==> src/rtl/mul_issue_wb_if.sv <==
// Decode, multiplier and writeback signals of the M-extension issue/writeback block.
// The slave modport is the block's view. The master modport is the environment's view.
interface mul_issue_wb_if;
    logic        flush;
    logic        req_valid;
    logic        req_ready;
    logic [1:0]  req_op;
    logic [31:0] req_rs1;
    logic [31:0] req_rs2;
    logic [4:0]  req_rd;
    logic        mul_start;
    logic        mul_signed;
    logic [31:0] mul_x;
    logic [31:0] mul_y;
    logic [63:0] mul_result;
    logic        wb_valid;
    logic        wb_ready;
    logic [4:0]  wb_rd;
    logic [31:0] wb_data;
    logic [31:0] busy_rd;

    modport slave (
        input  flush, req_valid, req_op, req_rs1, req_rs2, req_rd, mul_result, wb_ready,
        output req_ready, mul_start, mul_signed, mul_x, mul_y, wb_valid, wb_rd, wb_data, busy_rd
    );

    modport master (
        output flush, req_valid, req_op, req_rs1, req_rs2, req_rd, mul_result, wb_ready,
        input  req_ready, mul_start, mul_signed, mul_x, mul_y, wb_valid, wb_rd, wb_data, busy_rd
    );
endinterface

==> src/rtl/mul_issue_wb.sv <==
// Issue/writeback wrapper around the negedge pipelined multiplier (RV32 MUL/MULH/MULHSU/MULHU).
// Ops are issued against credits that cover the shadow pipe, the capture register and the result FIFO.
// Because of this, the pipe never stalls and the FIFO cannot overflow.
module mul_issue_wb #(
    parameter int unsigned MUL_LAT    = 4,
    parameter int unsigned FIFO_DEPTH = 6
) (
    input  logic          clk_i,
    input  logic          rst_ni,
    mul_issue_wb_if.slave bus
);
    localparam int unsigned STAGES = MUL_LAT + 1;
    localparam int unsigned PTR_W  = (FIFO_DEPTH > 1) ? $clog2(FIFO_DEPTH) : 1;
    localparam int unsigned CNT_W  = $clog2(FIFO_DEPTH + 1);

    localparam logic [CNT_W-1:0] DEPTH_C  = CNT_W'(FIFO_DEPTH);
    localparam logic [CNT_W-1:0] CNT_ONE  = CNT_W'(1);
    localparam logic [PTR_W-1:0] PTR_LAST = PTR_W'(FIFO_DEPTH - 1);
    localparam logic [PTR_W-1:0] PTR_ONE  = PTR_W'(1);

    typedef enum logic [1:0] {
        OP_MUL    = 2'd0,
        OP_MULH   = 2'd1,
        OP_MULHSU = 2'd2,
        OP_MULHU  = 2'd3
    } op_e;

    // issue side
    op_e                     op;
    logic                    waw;
    logic                    accept;
    logic                    hi_sel_in;
    logic [31:0]             corr_in;
    logic                    mul_start_q;
    logic                    mul_signed_q;
    logic [31:0]             mul_x_q;
    logic [31:0]             mul_y_q;

    // credits and destination scoreboard
    logic [CNT_W-1:0]        credits_q;
    logic [CNT_W-1:0]        credits_d;
    logic [31:0]             busy_q;
    logic [31:0]             busy_d;

    // shadow pipe, one entry per multiplier stage plus the issue slot
    logic [STAGES-1:0]       sh_valid;
    logic [STAGES-1:0]       sh_hi;
    logic [STAGES-1:0][4:0]  sh_rd;
    logic [STAGES-1:0][31:0] sh_corr;

    // capture stage
    logic                    capture;
    logic                    drop;
    logic [31:0]             cap_calc;
    logic                    cap_valid;
    logic [4:0]              cap_rd;
    logic [31:0]             cap_data;

    // result FIFO
    logic [4:0]              fifo_rd   [FIFO_DEPTH];
    logic [31:0]             fifo_data [FIFO_DEPTH];
    logic [PTR_W-1:0]        wr_ptr;
    logic [PTR_W-1:0]        rd_ptr;
    logic [CNT_W-1:0]        fifo_cnt;
    logic                    fifo_nonempty;
    logic                    push;
    logic                    pop;

    function automatic logic [PTR_W-1:0] ptr_inc(input logic [PTR_W-1:0] p);
        return (p == PTR_LAST) ? '0 : p + PTR_ONE;
    endfunction

    // Accept decision: credit limit, WAW hazard on rd and flush. Held low during reset.
    always_comb begin
        op            = op_e'(bus.req_op);
        waw           = (bus.req_rd != 5'd0) && busy_q[bus.req_rd];
        bus.req_ready = rst_ni && !bus.flush && (credits_q < DEPTH_C) && !waw;
        accept        = bus.req_valid && bus.req_ready;
        hi_sel_in     = (op != OP_MUL);
        corr_in       = (op == OP_MULHSU && bus.req_rs1[31]) ? bus.req_rs2 : '0;
    end

    // Operand registers and the start pulse for the multiplier.
    always_ff @(negedge clk_i or negedge rst_ni) begin
        if (!rst_ni) begin
            mul_start_q  <= 1'b0;
            mul_signed_q <= 1'b0;
            mul_x_q      <= '0;
            mul_y_q      <= '0;
        end else begin
            mul_start_q <= accept;
            if (accept) begin
                mul_signed_q <= (op == OP_MULH);
                mul_x_q      <= bus.req_rs1;
                mul_y_q      <= bus.req_rs2;
            end
        end
    end

    // Shadow pipe that tracks each issued op alongside the multiplier stages.
    always_ff @(negedge clk_i or negedge rst_ni) begin
        if (!rst_ni) begin
            sh_valid <= '0;
            sh_hi    <= '0;
            sh_rd    <= '0;
            sh_corr  <= '0;
        end else begin
            sh_valid <= bus.flush ? '0 : {sh_valid[STAGES-2:0], accept};
            sh_hi    <= {sh_hi[STAGES-2:0], hi_sel_in};
            sh_rd    <= {sh_rd[STAGES-2:0], bus.req_rd};
            sh_corr  <= {sh_corr[STAGES-2:0], corr_in};
        end
    end

    // MULHSU runs as unsigned x unsigned. The high half is fixed by subtracting rs2 when rs1 is negative.
    always_comb begin
        capture  = sh_valid[STAGES-1];
        drop     = capture && (sh_rd[STAGES-1] == 5'd0);
        cap_calc = sh_hi[STAGES-1] ? (bus.mul_result[63:32] - sh_corr[STAGES-1])
                                   : bus.mul_result[31:0];
    end

    // Capture register between the multiplier output and the FIFO.
    // rd=0 results are discarded here.
    always_ff @(negedge clk_i or negedge rst_ni) begin
        if (!rst_ni) begin
            cap_valid <= 1'b0;
            cap_rd    <= '0;
            cap_data  <= '0;
        end else begin
            cap_valid <= !bus.flush && capture && !drop;
            if (capture) begin
                cap_rd   <= sh_rd[STAGES-1];
                cap_data <= cap_calc;
            end
        end
    end

    // FIFO handshake terms.
    always_comb begin
        fifo_nonempty = (fifo_cnt != '0);
        push          = cap_valid;
        pop           = fifo_nonempty && bus.wb_ready;
    end

    // In-order result FIFO. Push and pop may occur together at any occupancy.
    always_ff @(negedge clk_i or negedge rst_ni) begin
        if (!rst_ni) begin
            wr_ptr   <= '0;
            rd_ptr   <= '0;
            fifo_cnt <= '0;
            for (int unsigned i = 0; i < FIFO_DEPTH; i++) begin
                fifo_rd[i]   <= '0;
                fifo_data[i] <= '0;
            end
        end else if (bus.flush) begin
            wr_ptr   <= '0;
            rd_ptr   <= '0;
            fifo_cnt <= '0;
        end else begin
            if (push) begin
                fifo_rd[wr_ptr]   <= cap_rd;
                fifo_data[wr_ptr] <= cap_data;
                wr_ptr            <= ptr_inc(wr_ptr);
            end
            if (pop) begin
                rd_ptr <= ptr_inc(rd_ptr);
            end
            case ({push, pop})
                2'b10:   fifo_cnt <= fifo_cnt + CNT_ONE;
                2'b01:   fifo_cnt <= fifo_cnt - CNT_ONE;
                default: fifo_cnt <= fifo_cnt;
            endcase
        end
    end

    // Next credits and busy map.
    // A credit returns on a pop, or when an rd=0 result is discarded.
    always_comb begin
        credits_d = credits_q + CNT_W'(accept) - CNT_W'(pop) - CNT_W'(drop);
        busy_d    = busy_q;
        if (pop) begin
            busy_d[bus.wb_rd] = 1'b0;
        end
        if (accept && bus.req_rd != 5'd0) begin
            busy_d[bus.req_rd] = 1'b1;
        end
        if (bus.flush) begin
            credits_d = '0;
            busy_d    = '0;
        end
    end

    // Credit counter and destination busy map.
    always_ff @(negedge clk_i or negedge rst_ni) begin
        if (!rst_ni) begin
            credits_q <= '0;
            busy_q    <= '0;
        end else begin
            credits_q <= credits_d;
            busy_q    <= busy_d;
        end
    end

    // Output drive. The head fields read as zero while the FIFO is empty.
    always_comb begin
        bus.mul_start  = mul_start_q;
        bus.mul_signed = mul_signed_q;
        bus.mul_x      = mul_x_q;
        bus.mul_y      = mul_y_q;
        bus.wb_valid   = fifo_nonempty;
        bus.wb_rd      = fifo_nonempty ? fifo_rd[rd_ptr] : '0;
        bus.wb_data    = fifo_nonempty ? fifo_data[rd_ptr] : '0;
        bus.busy_rd    = busy_q;
    end
endmodule

==> src/flat_wrapper.sv <==
// flat-port wrapper written by rule: the top's interface ports become plain ports
module mul_issue_wb_flat 
#(
    parameter int unsigned MUL_LAT    = 4,
    parameter int unsigned FIFO_DEPTH = 6
)
  (clk_i, rst_ni, bus_flush, bus_req_valid, bus_req_op, bus_req_rs1, bus_req_rs2, bus_req_rd, bus_mul_result, bus_wb_ready, bus_req_ready, bus_mul_start, bus_mul_signed, bus_mul_x, bus_mul_y, bus_wb_valid, bus_wb_rd, bus_wb_data, bus_busy_rd);
  mul_issue_wb_if bus_i ();
  input  logic clk_i;
  input  logic rst_ni;
  input wire logic [$bits(bus_i.flush)-1:0] bus_flush;
  input wire logic [$bits(bus_i.req_valid)-1:0] bus_req_valid;
  input wire logic [$bits(bus_i.req_op)-1:0] bus_req_op;
  input wire logic [$bits(bus_i.req_rs1)-1:0] bus_req_rs1;
  input wire logic [$bits(bus_i.req_rs2)-1:0] bus_req_rs2;
  input wire logic [$bits(bus_i.req_rd)-1:0] bus_req_rd;
  input wire logic [$bits(bus_i.mul_result)-1:0] bus_mul_result;
  input wire logic [$bits(bus_i.wb_ready)-1:0] bus_wb_ready;
  output wire logic [$bits(bus_i.req_ready)-1:0] bus_req_ready;
  output wire logic [$bits(bus_i.mul_start)-1:0] bus_mul_start;
  output wire logic [$bits(bus_i.mul_signed)-1:0] bus_mul_signed;
  output wire logic [$bits(bus_i.mul_x)-1:0] bus_mul_x;
  output wire logic [$bits(bus_i.mul_y)-1:0] bus_mul_y;
  output wire logic [$bits(bus_i.wb_valid)-1:0] bus_wb_valid;
  output wire logic [$bits(bus_i.wb_rd)-1:0] bus_wb_rd;
  output wire logic [$bits(bus_i.wb_data)-1:0] bus_wb_data;
  output wire logic [$bits(bus_i.busy_rd)-1:0] bus_busy_rd;
  assign bus_i.flush = bus_flush;
  assign bus_i.req_valid = bus_req_valid;
  assign bus_i.req_op = bus_req_op;
  assign bus_i.req_rs1 = bus_req_rs1;
  assign bus_i.req_rs2 = bus_req_rs2;
  assign bus_i.req_rd = bus_req_rd;
  assign bus_i.mul_result = bus_mul_result;
  assign bus_i.wb_ready = bus_wb_ready;
  assign bus_req_ready = bus_i.req_ready;
  assign bus_mul_start = bus_i.mul_start;
  assign bus_mul_signed = bus_i.mul_signed;
  assign bus_mul_x = bus_i.mul_x;
  assign bus_mul_y = bus_i.mul_y;
  assign bus_wb_valid = bus_i.wb_valid;
  assign bus_wb_rd = bus_i.wb_rd;
  assign bus_wb_data = bus_i.wb_data;
  assign bus_busy_rd = bus_i.busy_rd;
  mul_issue_wb #(.MUL_LAT(MUL_LAT), .FIFO_DEPTH(FIFO_DEPTH)) u_core (.clk_i(clk_i), .rst_ni(rst_ni), .bus(bus_i));
endmodule
==> config.mk <==
export PLATFORM = sky130hd
export DESIGN_NAME = mul_issue_wb_flat
export DESIGN_NICKNAME = d
export VERILOG_FILES = /design/src/rtl/mul_issue_wb_if.sv /design/src/rtl/mul_issue_wb.sv /design/src/flat_wrapper.sv
export SDC_FILE = /design/constraint.sdc
export NUM_CORES = 1
export LEC_CHECK = 0
export BUFFER_PORTS_ARGS = -buffer_cell sky130_fd_sc_hd__clkbuf_2
export CAP_MARGIN = 20
export CELL_PAD_IN_SITES_DETAIL_PLACEMENT = 0
export CELL_PAD_IN_SITES_GLOBAL_PLACEMENT = 1
export CORE_UTILIZATION = 51
export CTS_CLUSTER_DIAMETER = 100
export CTS_CLUSTER_SIZE = 24
export DETAILED_ROUTE_END_ITERATION = 7
export GPL_ROUTABILITY_DRIVEN = 0
export PLACE_DENSITY = 0.84
export SETUP_SLACK_MARGIN = 0.2
export SLEW_MARGIN = 20
export SYNTH_ARGS = -nofsm -noshare
export SYNTH_HDL_FRONTEND = slang
export SYNTH_SLANG_ARGS = --single-unit
==> constraint.sdc <==
create_clock -name clk_i -period 4.5 [get_ports clk_i]
set_clock_uncertainty 0.2 [all_clocks]
set_input_delay 0.225 -clock clk_i [delete_from_list [all_inputs] [get_ports clk_i]]
set_output_delay 0.225 -clock clk_i [all_outputs]
set_load 0.01 [all_outputs]
==> impl_results.md <==
- MaxCap Viol Count: 0
- Failing checks: negative setup slack
- Antenna Nets Post-Route: 0
- Routed wire per std cell: 21.0 um
- Reg2reg setup slack: between 1000 and 1500 ps
- Share of cells above drive strength 1: 45.2%
- Hold Crit Depth: 0
- Top routing layer in use: met5
- R2r worst-path depth: 11
- Dpl cells: about 2,700
- Post-synth top flop: dfrtn_1
- CTS clk-pin slew, worst paths: approximately 70 ps
- Fin. max-slew vios: 0
- Maximum VDD drop: 320 uV
- Synth top area cells: dfrtn_1, mux2_2, mux4_2, o21ai_0, ha_1
- Initial antenna violation count: 12
- Power per Cell Area: roughly 340 nW/um^2
- Mapped cell area: 23,700 um^2
- #FFs+latches synth: about 570
- Overall routing resource usage: 25.3%
- Clk sinks: 565
- First-pass GRT wire length: between 90 and 100 mm
- CTS Buffer Depth: 3
- Initial core utilization: between 50 and 60%
- Hold path start: u_core.sh_corr[77]
- Synth async-reset ratio: between 90% and 100%
- Clk_lat worst skew: roughly 570 ps
- Num CTS Buffers: 27
- Fin cells: between 2,000 and 3,000
- Final Hold Viols: 0
- Synth cell count leaders: dfrtn_1, mux2_2, o21ai_0
- Chip height: 218 um
- Core Box Area: ~46,000 um^2
- GR Overflow Total: 0
- Wl on met1: 25.7 mm
- DR pass1 iterations: 5
- Residual DRC: 0
- Status: complete, but fails checks
- Avg Cell Area, Syn: approximately 13 um^2
- YS warnings: 0
- Synth-to-Final Area Change: 25.6%
- Post-synth top area share: slightly below 60%
- Worst-path fanout max: 2
- Via count of the first global-routing pass: roughly 17,000
- Req. time, crit path: approximately 4100 ps
- Multi-input gate area in the final layout: just under 10,000 um^2
- DP Area: around 27,000 um^2
- Sequential area share after synthesis: slightly below 60%
- Die Wd: roughly 220 um
- Cell taking the most area after synthesis: dfrtn_1
- Layout Cell Area excl Fill: about 30,000 um^2
- Buffers on Ports: between 200 and 300
- Most instantiated library cell after synthesis: dfrtn_1
- R2r endpoint: u_core.bus.mul_y[6]
- Pin count of the biggest net entering global routing: roughly 190
- Ports: between 200 and 300
- Detailed placement HPWL: 39.1 mm
- DR vias: 15,700
- Row cnt: 78
- CP Launch Type: flip-flop
- H-tree depth: 1
- Fillers: ~3,300
- Final setup viols: roughly 130
- CTS tree: built
- Met3 routed WL: ~3.4 mm
- Drt total wl: 59.7 mm
- RR Startpoint: u_core.bus.busy_rd[0]
- Syn_nets: 1,971
- Post-synth EDFFs: 0
- Post-synth cell types: 58
- Unrepaired setup endpoints after global routing: yes
- Min-Delay Endpoint: u_core.sh_corr[109]
- Worst Path Arrival: ~4800 ps
- Worst slew pin tran: between 900 and 1000 ps
- Slew headroom: between 30% and 40%
- Synthesized instance count: roughly 1,800
- Layout net count: 2,413
- Setup WS pre-CTS: -820 ps
- Clk root buf: clkbuf_16
- PnR worst setup slack: -722 ps
- CP Class: reg2out
- Drt via density: about 5.5
- Metal2 WL: between 20 and 30 mm
- Die area: ~47,000 um^2
- Worst Setup End Kind: output pin
- Register area: between 10,000 and 15,000 um^2
- Initial drt markers: between 1,000 and 1,500
- Hold crit path type: reg2reg
- Lkg Pwr: approximately 0.014 uW
- Post-route setup TNS: -40,150 ps
-- critical path, cell delays in order, from the launching register on --
cell	delay (ps)
dfrtn_1	390
and2_4	150
mux4_2	460
mux4_2	480
mux2i_2	220
and2_4	190
buf_6	90
-- routing by layer --
| layer | up-vias | global-route usage (%) |
|---|---|---|
| met2 | 391 | 42.6 |
| met1 | 8041 | 34.2 |
| li1 | 7170 | - |
| met3 | 103 | 4.63 |
| met5 | - | 0 |
| met4 | 18 | 5.92 |
-- cell type report --
class	count	area share, %
well taps	600	2.52
clock buffers	28	2.32
flip-flops and latches	565	47.5
clock inverters	2	0.0673
diodes	3	0.0252
inverters	65	0.854
repair buffers	509	13.4
multi-input cells	1068	33.3
-- registers in the layout, summed over array words and instances, names as in the netlist --
| register | flops |
|---|---|
| u_core.fifo_data | 192 |
| u_core.sh_corr | 160 |
| u_core.bus.busy_rd | 32 |
| u_core.bus.mul_x | 32 |
| u_core.bus.mul_y | 32 |
| u_core.cap_data | 32 |
| u_core.fifo_rd | 30 |
| u_core.sh_rd | 25 |
| u_core.cap_rd | 5 |
| u_core.sh_hi | 5 |
| u_core.sh_valid | 5 |
| u_core.credits_q | 3 |
| u_core.fifo_cnt | 3 |
| u_core.rd_ptr | 3 |
| u_core.wr_ptr | 3 |
| u_core.bus.mul_signed | 1 |
| u_core.bus.mul_start | 1 |
| u_core.cap_valid | 1 |
-- kinds of logic after synthesis --
group,count (synthesis),share of synthesized area [%]
AO/OA/AOI/OAI,283,7.12
XOR/XNOR,32,1.18
adder cells (fa/ha/maj),37,2.05
buffers and inverters,161,2.78
flip-flops,565,59.7
multiplexers,367,19.6
AND/OR/NAND/NOR,349,7.60
-- metrics by stage --
step | hold WS (ps) | power [uW] | util [%]
2_1_floorplan | 91.7 | 6410 | -
3_3_place_gp | 91.6 | 7040 | 60.0
3_5_place_dp | 95.2 | 7090 | 60.0
4_1_cts | 88.5 | 10100 | 64.2
5_1_grt | 96.1 | 10500 | 65.3
6_report | 87.0 | 10100 | 65.3
-- worst max path at each step --
stage | from | endpoint | slack [ps] | cells past startpoint
after floorplan | bus_req_rd[0] | u_core.bus.mul_x[10] | -500 | 9
after global routing | u_core.bus.busy_rd[0] | bus_req_ready | -800 | 6
after global placement | bus_req_rd[0] | u_core.bus.mul_x[5] | -790 | 7
final | u_core.bus.busy_rd[0] | bus_req_ready | -720 | 6
after detailed placement | bus_req_rd[0] | u_core.bus.mul_x[13] | -820 | 7
after CTS | u_core.bus.busy_rd[0] | bus_req_ready | -720 | 6
-- what timing repair did --
item,CTS,global route
cloned,12,2
hold buffers,0,0
gates resized for setup,145,79
pin swaps,28,39
endpoints found under the setup margin,139,138
buffers inserted,31,16
-- report_power, final --
part           total [uW]  leakage (uW)  switching, uW  internal [uW]
Clock                2630      0.000351           1530           1100
Combinational        1860       0.00658            876            982
Sequential           5600       0.00751            232           5370
-- cells in the final DEF (no fill, tap or decap), types with 7 or more instances in the layout --
cell / netlist / routed
nand2_1: 72 / 69
nor2b_1: 46 / 41
a21o_1: 9 / 9
mux2i_1: 17 / 16
a21oi_1: 59 / 53
mux2_2: 303 / 212
o221ai_1: 9 / 9
dfrtn_1: 565 / 565
buf_6: 3 / 21
nand3b_1: 12 / 12
o21a_1: 9 / 9
o21ai_2: 0 / 17
buf_8: 0 / 8
o21ai_0: 104 / 88
nor3_1: 13 / 10
inv_1: 64 / 62
ha_1: 34 / 20
nand4_1: 11 / 11
nand2b_1: 10 / 10
clkbuf_16: 0 / 30
nor2_1: 101 / 92
mux2_4: 0 / 91
xnor2_1: 21 / 20
nor2_2: 0 / 7
buf_2: 4 / 9
buf_16: 0 / 10
nor3b_1: 7 / 7
ha_4: 0 / 14
nand3_1: 16 / 15
buf_4: 7 / 165
a31oi_1: 9 / 9
and2_1: 38 / 34
mux4_2: 47 / 47
clkbuf_2: 0 / 261
xor2_1: 11 / 11
o21ai_1: 19 / 18
buf_12: 0 / 28
a22oi_2: 0 / 35
(Power assumes the default switching activity.)
